### config.mk
export PLATFORM = sky130hd
export DESIGN_NAME = instr_dispatcher
export DESIGN_NICKNAME = d
export VERILOG_FILES = /design/src/rtl/instr_dispatcher.sv
export SDC_FILE = /design/constraint.sdc
export NUM_CORES = 1
export LEC_CHECK = 0
export CAP_MARGIN = 20
export CORE_UTILIZATION = 50
export CTS_CLUSTER_DIAMETER = 50
export CTS_CLUSTER_SIZE = 28
export DETAILED_ROUTE_END_ITERATION = 8
export PLACE_DENSITY = 0.74
export SLEW_MARGIN = 0
export SYNTH_ARGS = -nofsm -noshare
export SYNTH_HDL_FRONTEND = slang
export SYNTH_SLANG_ARGS = --single-unit
### constraint.sdc
create_clock -name clk_in -period 10.7 [get_ports clk_in]
set_clock_uncertainty 0.2 [all_clocks]
set_input_delay 1.605 -clock clk_in [delete_from_list [all_inputs] [get_ports clk_in]]
set_output_delay 1.605 -clock clk_in [all_outputs]
set_load 0.05 [all_outputs]
### src/rtl/instr_dispatcher.sv
// instr_dispatcher
//   Buffers instructions issued by the controller and routes each one by
//   opcode. Memory-class ops go to the memory unit. SENDITERS goes to the
//   frame-buffer writer once memory is idle. Controller-local ops retire
//   silently. END drains both units and then raises done_out until start_in.
//
// Ports
//   clk_in, rst_in                 clock, asynchronous active-low reset
//   instr_in, reg_{a,b,c}_in       instruction + operands from controller
//   instr_valid_in/instr_ready_out controller handshake
//   mem_instr_out, mem_reg_*_out   memory-unit request payload
//   mem_valid_out/mem_ready_in     memory-unit handshake, mem_busy_in = in flight
//   fb_addr_out                    SENDITERS target address (reg_a)
//   fb_valid_out/fb_ready_in       frame-buffer handshake, fb_busy_in = in flight
//   start_in, done_out             restart pulse / program finished and drained
//   mem_issued_out, fb_issued_out  wrapping transfer counters
module instr_dispatcher #(
  parameter int unsigned INSTRUCTION_WIDTH = 32,
  parameter int unsigned PRIVATE_REG_WIDTH = 16,
  parameter int unsigned FIFO_DEPTH        = 8,
  parameter int unsigned COUNT_WIDTH       = 16
) (
  input  logic                           clk_in,
  input  logic                           rst_in,
  input  logic [0:INSTRUCTION_WIDTH-1]   instr_in,
  input  logic [PRIVATE_REG_WIDTH-1:0]   reg_a_in,
  input  logic [PRIVATE_REG_WIDTH-1:0]   reg_b_in,
  input  logic [PRIVATE_REG_WIDTH-1:0]   reg_c_in,
  input  logic                           instr_valid_in,
  output logic                           instr_ready_out,
  output logic [0:INSTRUCTION_WIDTH-1]   mem_instr_out,
  output logic [PRIVATE_REG_WIDTH-1:0]   mem_reg_a_out,
  output logic [PRIVATE_REG_WIDTH-1:0]   mem_reg_b_out,
  output logic [PRIVATE_REG_WIDTH-1:0]   mem_reg_c_out,
  output logic                           mem_valid_out,
  input  logic                           mem_ready_in,
  input  logic                           mem_busy_in,
  output logic [PRIVATE_REG_WIDTH-1:0]   fb_addr_out,
  output logic                           fb_valid_out,
  input  logic                           fb_ready_in,
  input  logic                           fb_busy_in,
  input  logic                           start_in,
  output logic                           done_out,
  output logic [COUNT_WIDTH-1:0]         mem_issued_out,
  output logic [COUNT_WIDTH-1:0]         fb_issued_out
);

  localparam int unsigned PRW = PRIVATE_REG_WIDTH;
  localparam int unsigned IW  = INSTRUCTION_WIDTH;
  localparam int unsigned EW  = IW + 3 * PRW;
  localparam int unsigned AW  = (FIFO_DEPTH > 1) ? $clog2(FIFO_DEPTH) : 1;
  localparam logic [AW:0] FULL_CNT = (AW+1)'(FIFO_DEPTH);

  typedef enum logic [1:0] {ST_RUN, ST_DRAIN, ST_DONE} state_t;

  state_t r_state, w_next_state;

  logic [EW-1:0] r_fifo [FIFO_DEPTH];
  logic [AW-1:0] r_wptr, r_rptr;
  logic [AW:0]   r_count;
  logic          r_fb_hold;
  logic [COUNT_WIDTH-1:0] r_mem_cnt, r_fb_cnt;

  logic [EW-1:0] w_head;
  logic [3:0]    w_op;
  logic          w_head_valid, w_run;
  logic          w_is_mem, w_is_fb, w_is_end, w_is_local;
  logic          w_mem_valid, w_fb_valid, w_mem_xfer, w_fb_xfer;
  logic          w_drained, w_ready, w_push, w_pop;

  // Head decode
  assign w_head       = r_fifo[r_rptr];
  assign w_op         = w_head[EW-1 -: 4];
  assign w_head_valid = (r_count != '0);
  assign w_run        = (r_state == ST_RUN);
  assign w_is_mem     = (w_op >= 4'h6) && (w_op <= 4'hD);
  assign w_is_fb      = (w_op == 4'hE);
  assign w_is_end     = (w_op == 4'h1);
  assign w_is_local   = !(w_is_mem || w_is_fb || w_is_end);

  // Dispatch only happens in RUN, so entries queued behind END stay put until restart.
  assign w_mem_valid = w_run && w_head_valid && w_is_mem;
  // Once offered, the frame-buffer request is held even if mem_busy_in rises again.
  assign w_fb_valid  = w_run && w_head_valid && w_is_fb && !w_mem_valid &&
                       (r_fb_hold || !mem_busy_in);
  assign w_mem_xfer  = w_mem_valid && mem_ready_in;
  assign w_fb_xfer   = w_fb_valid && fb_ready_in;
  assign w_drained   = (r_state == ST_DRAIN) && !mem_busy_in && !fb_busy_in;

  assign w_ready = rst_in && (r_count != FULL_CNT) && w_run;
  assign w_push  = instr_valid_in && w_ready;
  // In DRAIN the head is always the END that caused it; it retires on the drained edge.
  assign w_pop   = (w_run && w_head_valid && w_is_local) || w_mem_xfer || w_fb_xfer || w_drained;

  // State register
  always_ff @(posedge clk_in or negedge rst_in) begin
    if (!rst_in) r_state <= ST_RUN;
    else         r_state <= w_next_state;
  end

  // Next-state logic
  always_comb begin
    w_next_state = r_state;
    unique case (r_state)
      ST_RUN:   if (w_head_valid && w_is_end) w_next_state = ST_DRAIN;
      ST_DRAIN: if (w_drained)                w_next_state = ST_DONE;
      ST_DONE:  if (start_in)                 w_next_state = ST_RUN;
      default:                                w_next_state = ST_RUN;
    endcase
  end

  // Outputs
  always_comb begin
    instr_ready_out = w_ready;
    done_out        = (r_state == ST_DONE);
    mem_valid_out   = w_mem_valid;
    fb_valid_out    = w_fb_valid;
    mem_instr_out   = '0;
    mem_reg_a_out   = '0;
    mem_reg_b_out   = '0;
    mem_reg_c_out   = '0;
    fb_addr_out     = '0;
    if (w_mem_valid) begin
      mem_instr_out = w_head[EW-1 -: IW];
      mem_reg_a_out = w_head[3*PRW-1 -: PRW];
      mem_reg_b_out = w_head[2*PRW-1 -: PRW];
      mem_reg_c_out = w_head[PRW-1:0];
    end
    if (w_fb_valid) fb_addr_out = w_head[3*PRW-1 -: PRW];
    mem_issued_out = r_mem_cnt;
    fb_issued_out  = r_fb_cnt;
  end

  // FIFO storage needs no reset: nothing reads it while the count is zero.
  always_ff @(posedge clk_in) begin
    if (w_push) r_fifo[r_wptr] <= {instr_in, reg_a_in, reg_b_in, reg_c_in};
  end

  always_ff @(posedge clk_in or negedge rst_in) begin
    if (!rst_in) begin
      r_wptr    <= '0;
      r_rptr    <= '0;
      r_count   <= '0;
      r_fb_hold <= 1'b0;
      r_mem_cnt <= '0;
      r_fb_cnt  <= '0;
    end else begin
      if (w_push) r_wptr <= r_wptr + 1'b1;
      if (w_pop)  r_rptr <= r_rptr + 1'b1;
      unique case ({w_push, w_pop})
        2'b10:   r_count <= r_count + 1'b1;
        2'b01:   r_count <= r_count - 1'b1;
        default: r_count <= r_count;
      endcase
      if (w_fb_xfer)       r_fb_hold <= 1'b0;
      else if (w_fb_valid) r_fb_hold <= 1'b1;
      if (w_mem_xfer) r_mem_cnt <= r_mem_cnt + 1'b1;
      if (w_fb_xfer)  r_fb_cnt  <= r_fb_cnt + 1'b1;
    end
  end

endmodule

# Word-level counts from Yosys, hierarchy flattened
# Memory sizes are Yosys's and may differ from the RTL's.
# Cells that the tools add are included.
# Widths: inputs -> output; s select.
# totals
ramBits	640
reg_bits	45
out_inout_bits	132
memories	1
# mem_list
memory	words	word_bits	rd	rd_clocked_by_memory_dff	wr	line	text
r_fifo	8	80	1	0	1	58	logic [EW-1:0] r_fifo [FIFO_DEPTH];
# op_classes
muxes	14
order_cmp	2
n_eq_ne	10
n_reduce_logical	30
addsub	6
# ops
cell	count
$mux 16	4
$add 16x1->16 const B	2
$mux 32	1
$logic_and 1x1->1	15
$pmux 4 s2	1
$add 3x1->3 const B	2
$logic_or 1x1->1	6
$mux 2	3
$pmux 2 s3	1
$add 4x1->4 const B	1
$eq 2x1->1 const B	2
$eq 2x2->1 const B	2
$eq 4x1->1 const B	1
$eq 4x4->1 const B	1
$ge 4x3->1 const B	1
$le 4x4->1 const B	1
$logic_not 1->1	4
$mux 1	4
$ne 2x2->1 const B	2
$ne 4x4->1 const B	1
$reduce_bool 2->1	2
$reduce_bool 4->1	1
$sub 4x1->4 const B	1
$reduce_and 3->1	1
other kinds (2)	2

# Logic depth before layout (Yosys ltp)
# Gate-level depths: netlist (run 1).
# An unclocked memory read counts as a cell.
# depth
ltp_word	12
mapped_depth	14
depth_no_buf	13

# Worst setup path after synthesis (run 1)
# OpenSTA, ideal clock, no wires.
# synth_path
path_kind	input port to flip-flop
startpoint	input port rst_in
endpoint	memory r_fifo[0][0] (netlist bit), enable pin
slack_ps	-642
t_arrival_ps	10427
n_path_buf	0
stages	5
path_cell_list	nand2_1 > a21oi_1 > and2_1 > inv_1 > nor4_1
# synth_via
elab_chain_len	5
# synth_lines
item	line	text
start: declaration	24	input logic rst_in,
$logic_and 1x1->1 (2 in series)	90	assign w_ready = rst_in && (r_count != FULL_CNT) && w_run;
net instr_ready_out	30	output logic instr_ready_out,
$logic_and 1x1->1	91	assign w_push = instr_valid_in && w_ready;
$mux 1	136	if (w_push) r_fifo[r_wptr] <= {instr_in, reg_a_in, reg_b_in, reg_c_in};
$mux 1 (implied by the code)	136	
end: declaration	58	
# The timed path passes the listed nets, and every way through them passes these cells.

# Worst setup path after layout (run 1)
# layout_path
startpoint	register r_rptr[1]
endpoint	output port fb_addr_out[0]
# layout_via
elab_chain_len	8
word_cells_on_any_way	11
# layout_lines
item	line	text
start: declaration	59	logic [AW-1:0] r_wptr, r_rptr;
start signal: assignment	149	if (w_pop) r_rptr <= r_rptr + 1'b1;
$mem_v2 8x80 (*)	-	
$ge 4x3->1 / $le 4x4->1 (equally long branches)	76	assign w_is_mem = (w_op >= 4'h6) && (w_op <= 4'hD);
$logic_and 1x1->1	76	
$logic_and 1x1->1	82	assign w_mem_valid = w_run && w_head_valid && w_is_mem;
$logic_not 1->1	84	assign w_fb_valid = w_run && w_head_valid && w_is_fb && !w_mem_valid &&
$logic_and 1x1->1 (2 in series)	84	
$mux 16 (*)	129	if (w_fb_valid) fb_addr_out = w_head[3*PRW-1 -: PRW];
end: declaration	38	output logic [PRIVATE_REG_WIDTH-1:0] fb_addr_out,
# Mark *: on every way between the ends. The rest lies on a longest branch, timed or not.

==> results by stage, run 1 <==
Global route:
- The largest net degree at the start of global routing is about 120.
- The overall fraction of global-route tracks in use is 20.1%.
- The number of antenna violations at the first check in global routing was 7.
- After global routing the overflow that remains totals 0.
- The number of global-route vias before repair is between 10000 and 15000.
- The first global-routing pass estimated between 80 and 90 mm of wire.

Power and ir drop:
- Power spread over the standard cell area amounts to slightly below 300 nW/um^2.
- After layout, the design draws a total of ~9.2 mW.
- The static power due to leakage is roughly 10 nW.
- The maximum ir drop on the vdd rail is ~250 uV.

Synth:
- For this run, the leading register cell type out of synthesis is sky130_fd_sc_hd__edfxtp_1.
- By count the netlist is led by 640 x sky130_fd_sc_hd__edfxtp_1, 160 x sky130_fd_sc_hd__mux4_2, 107 x sky130_fd_sc_hd__nor2_1, 81 x sky130_fd_sc_hd__mux2i_1, 45 x sky130_fd_sc_hd__dfrtp_1.
- The share of synthesized registers carrying an async set or reset is ~6.6%.
- Yosys instantiated no cell more often than sky130_fd_sc_hd__edfxtp_1.
- sky130_fd_sc_hd__edfxtp_1 takes more of the synthesized area than any other cell.
- The synthesized cell area is around 27000 um^2.
- The register bit total from synthesis is 685.
- After technology mapping, the gate count stands at ~1300.
- The synthesized design contains 640 enable-type register cells.
- Ranked by total cell area, the synthesized netlist is headed by sky130_fd_sc_hd__edfxtp_1 72%, sky130_fd_sc_hd__mux4_2 14%, sky130_fd_sc_hd__dfrtp_1 4.2%, sky130_fd_sc_hd__mux2i_1 3.1%, sky130_fd_sc_hd__nor2_1 1.5%.
- During synthesis, Yosys emitted a total of 0 warnings.
- The share of Yosys cell area claimed by the top area cell type is 72.4%.
- The number of nets in the synthesized netlist is roughly 1400.
- Summing the sequential cell areas from Yosys gives roughly three quarters of the chip area.
- The number of different library cells in the post-synthesis netlist is between 40 and 50.
- In this run the mean area of a mapped cell was about 21 um^2.

Worst setup path:
- The largest single stage delay on the critical path is approximately 0.89 ns.
- The kind of end point of the critical path is an output port.
- The launch point of the worst reg-to-reg path is r_rptr[1]$_DFFE_PN0P_.
- The endpoint identified for the worst register-to-register timing path is r_count[3]$_DFFE_PN0P_.
- In this run the number of cells on the critical path is 7.
- The critical path is of the flop to output port type.
- The nature of the critical path startpoint is a flop.
- The largest fanout of any net on the critical path is 44.
- Measured in cells, the most critical reg-to-reg path has a length of 14.
- The data required time of the critical path is 8.90 ns.
- The cell family contributing the most delay on the critical path is buffers and inverters.
- STA puts the critical path data arrival time at a little over 5 ns.
- Among all stages on the critical path, the largest delay is contributed by sky130_fd_sc_hd__dfrtp_4.
- The critical path goes through buf_4 > mux4_2 > mux2i_1 > o2111ai_1 > or2_1 > nor2_1 > clkdlybuf4s50_1.
- The worst-case register-to-register setup slack is between 5 and 6 ns.
- The buffers plus inverters on the worst setup path is 2.

Hold path:
- The min-delay analysis places its worst path in the category flop to flop.
- The startpoint of the worst hold path is mem_issued_out[15]$_DFFE_PN0P_.
- Along the worst hold path, the cell count comes to 1.
- For hold timing, the worst endpoint is mem_issued_out[15]$_DFFE_PN0P_.

Clock tree:
- TritonCTS built the clock tree.
- The quantity of gates resized following cts is 0.
- The hold buffer count at CTS is 0.
- The largest buffer count on any clock path is 3.
- The clock insertion delay at the later pin of the skew report is between 0.6 and 0.7 ns.
- The number of clock sinks is 685.
- After clock tree synthesis, the clock-pin slew on the worst setup and hold paths is around 0.070 ns.
- The number of setup buffers added after CTS is 0.
- The number of levels in the clock H-tree is 2.
- Clock tree synthesis inserted a total of 55 buffers.
- The tree is rooted in a sky130_fd_sc_hd__clkbuf_16.

Detailed routing:
- The per-cell via count in the routed design is between 5 and 6.
- The number of design rule violations left after detail routing is 0.
- For this block, the initial DRC count from the detailed router was 1018.
- The detailed-route wire length per cell is 23.6 um.
- Summing over every cut layer, the via total after detailed routing is between 10000 and 15000.
- The overall routed net length is about 53 mm.
- The first detailed-routing pass ran for 5 iterations.
- In this run the remaining antenna-violating nets after routing total 0.

Timing:
- The transition at the pin with the smallest max-transition slack is 1.06 ns.
- After layout, the minimum clock period comes to ~7.0 ns.
- Headroom to the max-slew limit came out at around 30%.
- The hold slack is roughly 0.27 ns.
- Based on the critical path, the design can be clocked at up to ~0.14 GHz.
- The setup TNS is 0 ns.
- Setup repair after global routing left no endpoint under its margin.
- The final critical-path share of the clock period is ~65%.
- The number of max-slew violations in the final report is 0.
- Setup violations remaining at the end of the flow were counted as 0.
- The number of failing hold endpoints at the final stage is 0.

Flow run:
- Max-cap violations in this run came to 0.

Die:
- The y dimension of the die is approximately 230 um.
- Row generation in the floorplan step produced 84 rows.
- The width of the chip is roughly 230 um.
- 220 I/O pins were placed.
- The die area is around 54000 um^2.
- For this configuration, the core starts out at a cell density of between 50 and 60%.
- The placeable core region is 52600 um^2.

Outcome:
- The run finished with clean final reports.

Place:
- The count of input and output buffers is roughly 220.
- At the end of routability-driven placement, the weighted congestion stood at slightly below 0.8.
- In this run, placement finished with an instance count of roughly 2100.
- The HPWL after detailed placement is 28.5 mm.

Cells and area:
- The non-filler instance count after layout is around 2200.
- In the final layout, the share of cells above drive strength 1 is about a fifth.
- The area growth from synthesis to layout is 18.9%.
- The net count reported at finish is ~1600.
- After filler insertion, the fill cell instance count of the layout stands at around 3700.
[through the flow]
stage	util (%)	worst slack, ns	instance area, um^2
after floorplan	-	1.14	26600
after global placement	56.4	4.42	29600
after detailed placement	56.4	4.34	29600
after CTS	60.1	3.69	31600
after global routing	60.1	3.44	31600
final	60.1	3.73	31600
[placed cells by master, fill, tap and decap left out, types with 4 or more instances in the layout]
cell type	netlist	routed
sky130_fd_sc_hd__xnor2_1	23	23
sky130_fd_sc_hd__mux4_2	160	160
sky130_fd_sc_hd__nor3_2	0	4
sky130_fd_sc_hd__clkbuf_16	0	57
sky130_fd_sc_hd__and3_1	10	10
sky130_fd_sc_hd__nor4_1	6	5
sky130_fd_sc_hd__nor2_1	107	105
sky130_fd_sc_hd__clkdlybuf4s50_1	0	218
sky130_fd_sc_hd__clkinv_8	0	5
sky130_fd_sc_hd__nand3_1	9	8
sky130_fd_sc_hd__clkinv_1	0	4
sky130_fd_sc_hd__inv_6	0	5
sky130_fd_sc_hd__xor2_1	14	14
sky130_fd_sc_hd__nand4_1	17	17
sky130_fd_sc_hd__edfxtp_1	640	640
sky130_fd_sc_hd__and2_1	6	6
sky130_fd_sc_hd__mux2i_1	81	81
sky130_fd_sc_hd__inv_1	13	13
sky130_fd_sc_hd__clkinvlp_4	0	4
sky130_fd_sc_hd__nor3_1	8	4
sky130_fd_sc_hd__clkinv_4	0	5
sky130_fd_sc_hd__dfrtp_1	45	42
sky130_fd_sc_hd__ha_1	7	7
sky130_fd_sc_hd__bufinv_16	0	5
sky130_fd_sc_hd__nand2_1	19	19
sky130_fd_sc_hd__clkinv_2	0	5
sky130_fd_sc_hd__inv_8	0	5
sky130_fd_sc_hd__buf_4	1	21
[cells by family (layout without fill, tap and decap cells)]
logic type / count (synthesis) / after routing / synth area share [%]
adder cells (fa/ha/maj): 8 / 8 / 0.405
XOR/XNOR: 37 / 37 / 1.22
AND/OR/NAND/NOR: 189 / 189 / 3.29
AO/OA/AOI/OAI: 16 / 16 / 0.457
buffers and inverters: 75 / 359 / 1.11
other: 0 / 2 / 0
multiplexers: 247 / 247 / 16.9
flip-flops: 685 / 685 / 76.6
[sequential cells by signal, indices dropped and copies added, names as in the netlist]
signal          count
r_fifo            640
fb_issued_out      16
mem_issued_out     16
r_count             4
r_rptr              3
r_wptr              3
r_state             2
r_fb_hold           1
[worst register-to-register path, cell delays in order (launching register included)]
cell,delay (ns)
sky130_fd_sc_hd__dfrtp_4,0.89
sky130_fd_sc_hd__buf_4,0.74
sky130_fd_sc_hd__mux4_2,0.62
sky130_fd_sc_hd__mux2i_1,0.38
sky130_fd_sc_hd__o2111ai_1,0.32
sky130_fd_sc_hd__o21ai_1,0.39
sky130_fd_sc_hd__a21oi_4,0.07
sky130_fd_sc_hd__inv_1,0.09
sky130_fd_sc_hd__ha_1,0.19
sky130_fd_sc_hd__ha_1,0.25
sky130_fd_sc_hd__a21o_1,0.18
sky130_fd_sc_hd__a21oi_1,0.17
sky130_fd_sc_hd__xnor2_1,0.13
sky130_fd_sc_hd__nor2_1,0.07
sky130_fd_sc_hd__xnor2_1,0.12
[report_power, final]
group / leakage (nW) / internal, mW / switching, mW
Sequential: 6.36 / 3.15 / 0.196
Clock: 0.945 / 1.14 / 1.01
Combinational: 3.16 / 1.41 / 2.30
Total: 10.5 / 5.70 / 3.51
[area by class of cell]
cell class | instances | area (um^2) | share of cell area (%)
clock buffers | 60 | 1440 | 4.55
multi-input cells | 497 | 5980 | 18.9
repair buffers | 241 | 2360 | 7.49
well taps | 688 | 861 | 2.73
diodes | 2 | 5.00 | 0.0158
flip-flops and latches | 685 | 20400 | 64.5
inverters | 16 | 60.1 | 0.190
clock inverters | 42 | 518 | 1.64
[worst max-delay path by stage]
stage                                from                endpoint  slack [ns]
CTS                 r_rptr[1]$_DFFE_PN0P_          fb_addr_out[4]        3.69
detailed placement  r_rptr[1]$_DFFE_PN0P_          fb_addr_out[4]        4.34
floorplan                          rst_in  r_fifo[3][0]$_DFFE_PP_        1.14
global route        r_rptr[0]$_DFFE_PN0P_       mem_instr_out[21]        3.44
finish              r_rptr[1]$_DFFE_PN0P_          fb_addr_out[0]        3.73
global placement    r_rptr[1]$_DFFE_PN0P_         fb_addr_out[14]        4.42
[metal layers]
metal	GRT usage, %	routed length, um	share of wire, %	vias up
li1	-	-	-	5597
met1	28.4	23100	44	6751
met2	32.3	25600	49	348
met3	3.77	2990	5.7	76
met4	5.37	979	1.9	10
met5	0	68	0.13	-
Note: power is estimated with default switching activity, not from simulation.
==> run 2, diff against run 1 <==
Settings changed: PLACE_DENSITY 0.74 to 0.77.
Clock period 10.7 ns to 6.2 ns, I/O delays scaled along.
==> run 2 against run 1 <==
Register-to-register slack got worse by 4.2 ns. Power rose by 73%. Sequential cell count did not move. Setup slack got worse by 3.1 ns. Clock power rose by 72%. Via count rose by 1.0%. Critical path type unchanged. Highest routed layer unchanged.
==> results by stage, run 2 (synthesized netlist as in run 1, its figures left out) <==
Timing:
- The number of setup violations in the final report is 0 (unchanged).
- For this run, the top clock speed supported by timing is 0.179 GHz.
- The max-slew headroom at the worst pin is 34.9% (was 29.4%).
- Of the available clock period, the critical path in the final layout requires about nine tenths.
- The number of failing hold endpoints at the final stage is 0 (unchanged).
- The setup TNS came to 0 ns (unchanged).
- The number of max-slew violations in the final report is 0 (unchanged).
- The transition at the pin with the smallest max-transition slack came to 0.977 ns (was 1.06 ns).
- The least setup slack across all paths after layout is 0.605 ns (was 3.73 ns).
- The hold slack is 0.233 ns (was 0.266 ns).
- The routed design could run at a clock period as short as 5.59 ns.
- Unrepaired setup endpoints after global routing: no (unchanged).

Clock tree:
- The clock buffer count from CTS is 58 (was 55).
- The largest buffer count on any clock path is 3 (unchanged).
- The clock tree from TritonCTS is yes (unchanged).
- The number of levels in the clock H-tree was 2 (unchanged).
- The quantity of gates resized following cts was 0 (unchanged).
- The clock insertion delay at the later pin of the skew report is 0.61 ns (was 0.62 ns).
- The clock-pin slew reported for the worst setup and hold paths after clock tree synthesis came to 0.07 ns (about the same).
- The post-CTS setup repair buffer count was 0 (unchanged).
- The hold buffer count at CTS is 0 (unchanged).
- The root buffer cell is sky130_fd_sc_hd__clkbuf_16 (unchanged).
- The number of clock sinks was 685 (unchanged).

Worst setup path:
- The classification of the worst setup path is flop to output port (unchanged).
- The data arrival time of the critical path was 4.46 ns (was 5.17 ns).
- Cells traversed along the worst timing path: buf_4 > mux2_2 > nand3_1 > nand3_4 > buf_4 > nor2_1 > clkdlybuf4s50_1 (was buf_4 > mux4_2 > mux2i_1 > o2111ai_1 > or2_1 > nor2_1 > clkdlybuf4s50_1).
- The largest fanout of any net on the critical path is 43 (was 44).
- The maximum cell stage delay along the critical path came to 0.97 ns (was 0.89 ns).
- The data required time of the critical path is 5.07 ns (was 8.90 ns).
- The cell class contributing the biggest share of worst-path delay is buffers and inverters (unchanged).
- The kind of end point of the critical path is an output port (unchanged).
- The buffers plus inverters on the worst setup path came to 3 (was 2).
- The nature of the critical path startpoint is a flop (unchanged).
- The critical path's most frequent cell is sky130_fd_sc_hd__buf_4.
- The slowest cell on the critical path is sky130_fd_sc_hd__dfrtp_4 (unchanged).

Power and ir drop:
- The switching fraction of total power is 38.6% (was 38.1%).
- The proportion of power drawn by the clock network was 23.3% (was 23.4%).
- The combinational share of power is 40.5% (was 40.3%).
- The part of the total power dissipated in sequential elements is 36.2% (was 36.3%).
- The maximum ir drop on the vdd rail is 460 uV (was 253 uV).
- The areal power density over the cells is 502 nW/um^2 (was 292 nW/um^2).
- The power spent charging and discharging nets came to 6.14 mW (was 3.51 mW).
- The design internal power is 9.78 mW (was 5.70 mW).
- The total chip power is 15.9 mW (was 9.21 mW).
- The static power due to leakage was 10.5 nW (about the same).

Die:
- The y dimension of the die was 232 um (unchanged).
- The effective utilization at floorplan is 50.5% (unchanged).
- The standard-cell row count is 84 (unchanged).
- The I/O pin count is 220 (unchanged).
- The die area is 54000 um^2 (unchanged).
- The placeable core region is 52600 um^2 (unchanged).
- The width of the chip is 232 um (unchanged).

Cells and area:
- The layout cell share with drive strength beyond 1 is 20.2% (was 19.5%).
- The post-synthesis to final-layout area growth was 19.4% (was 18.9%).
- The flip-flop count of the largest register, all copies and words added was 640 (unchanged).
- The net count reported at finish came to 1598 (was 1592).
- The cell area after layout is 31700 um^2 (was 31600 um^2).
- Highest-count cells in the layout ignoring fill and taps: 640 x sky130_fd_sc_hd__edfxtp_1, 218 x sky130_fd_sc_hd__clkdlybuf4s50_1, 160 x sky130_fd_sc_hd__mux4_2, 105 x sky130_fd_sc_hd__nor2_1, 81 x sky130_fd_sc_hd__mux2i_1 (unchanged).
- The core utilization of the finished layout is 60.3% (was 60.1%).
- The register bank with the most flops is r_fifo (unchanged).
- The most frequent standard cell in the layout excluding fill and tap cells is sky130_fd_sc_hd__edfxtp_1 (unchanged).
- The non-filler instance count after layout is 2240 (was 2231).

Place:
- The count of placed standard cells including taps is 2130 (was 2127).
- The area of placed instances came to 29700 um^2 (was 29600 um^2).
- The estimated wirelength of the detail-placed design is 29.6 mm (was 28.5 mm).
- The global placement routability congestion is 0.772 (was 0.783).
- The count of input and output buffers is 219 (unchanged).
- The worst slack at placement came to 1.21 ns (was 4.34 ns).

Detailed routing:
- The post-detailed-route count of antenna-violating nets is 0 (unchanged).
- The number of vias after detailed routing was 12910 (was 12782).
- The detailed-route wire length per cell is 23.7 um (was 23.6 um).
- The per-cell via count in the routed design is 5.76 (was 5.73).
- The detailed router's first-iteration violation count is 994 (was 1018).
- The overall routed net length is 53.0 mm (was 52.7 mm).
- The number of design rule violations left after detail routing is 0 (unchanged).
- The number of detailed-route iterations in the first pass was 5 (unchanged).

Global route:
- The largest net degree at the start of global routing was 72 (was 118).
- The wire length of the first global-routing pass is 80.5 mm (about the same).
- The leftover overflow at the end of global routing is 0 (unchanged).
- The overall fraction of global-route tracks in use came to 20.1% (about the same).
- The number of antenna violations at the first check in global routing is 7 (unchanged).
- The number of global-route vias before repair was 13405 (was 13180).

Outcome:
- Status: complete, no violations (unchanged).

Flow run:
- The number of max-cap violations is 0 (unchanged).

Hold path:
- The class of the most critical hold timing path is input port to async pin (was flop to flop).
-- run 2: cell types whose count changed in the layout (fill, tap and decap cells not counted), sizes merged --
cell / before / now
diode: 2 / 1
clkinv: 19 / 17
bufinv: 5 / 1
buf: 23 / 26
inv: 30 / 36
clkinvlp: 4 / 10
clkbuf: 60 / 61
-- run 2: cell type report --
cell class / instances / area, um^2
Tap cell: 688 / 861
Timing Repair Buffer: 244 / 2440
Antenna cell: 1 / 2.50
Sequential cell: 685 / 20400
Inverter: 16 / 60.1
Multi-Input combinational cell: 497 / 6000
Fill cell: 3696 / 20800
Clock inverter: 48 / 513
Clock buffer: 61 / 1480
-- run 2: routing by layer --
layer / up-vias / wire (um) / global-route usage [%]
li1: 5634 / - / -
met1: 6769 / 22300 / 27.7
met2: 427 / 26100 / 32.8
met3: 68 / 3720 / 4.25
met4: 12 / 749 / 5.02
met5: - / 86 / 0
-- run 2: worst reg2reg max path, cell delays in order (launching register included) --
cell and delay [ns]:
sky130_fd_sc_hd__dfrtp_4 0.97, sky130_fd_sc_hd__buf_4 0.69, sky130_fd_sc_hd__mux2_2 0.48, sky130_fd_sc_hd__or4_4 0.51, sky130_fd_sc_hd__and4_4 0.19, sky130_fd_sc_hd__a21oi_4 0.18, sky130_fd_sc_hd__inv_1 0.07, sky130_fd_sc_hd__ha_1 0.21
sky130_fd_sc_hd__ha_1 0.29, sky130_fd_sc_hd__a21o_1 0.17, sky130_fd_sc_hd__a21oi_1 0.17, sky130_fd_sc_hd__xnor2_1 0.13, sky130_fd_sc_hd__nor2_1 0.06, sky130_fd_sc_hd__xnor2_1 0.13
-- run 2: power by group through the flow --
stage / clock [mW] / combinational, mW / sequential, mW
CTS: 3.80 / 6.53 / 5.77
global placement: 0 / 6.44 / 5.84
finish: 3.71 / 6.44 / 5.76
global route: 3.96 / 6.83 / 5.81
floorplan: 0 / 4.62 / 5.73
detailed placement: 0 / 6.50 / 5.87
-- run 2: final timing paths --
kind,start,end,slack [ns],depth (start not counted)
max,r_rptr[1]$_DFFE_PN0P_,mem_instr_out[3],0.61,7
min,rst_in,fb_issued_out[10]$_DFFE_PN0P_,0.23,2
max reg2reg,r_rptr[1]$_DFFE_PN0P_,r_count[3]$_DFFE_PN0P_,1.61,13
min reg2reg,mem_issued_out[15]$_DFFE_PN0P_,mem_issued_out[15]$_DFFE_PN0P_,0.28,1
max in group asynchronous,rst_in,r_rptr[2]$_DFFE_PN0P_,5.14,2
min in group clk_in,mem_issued_out[15]$_DFFE_PN0P_,mem_issued_out[15]$_DFFE_PN0P_,0.28,1
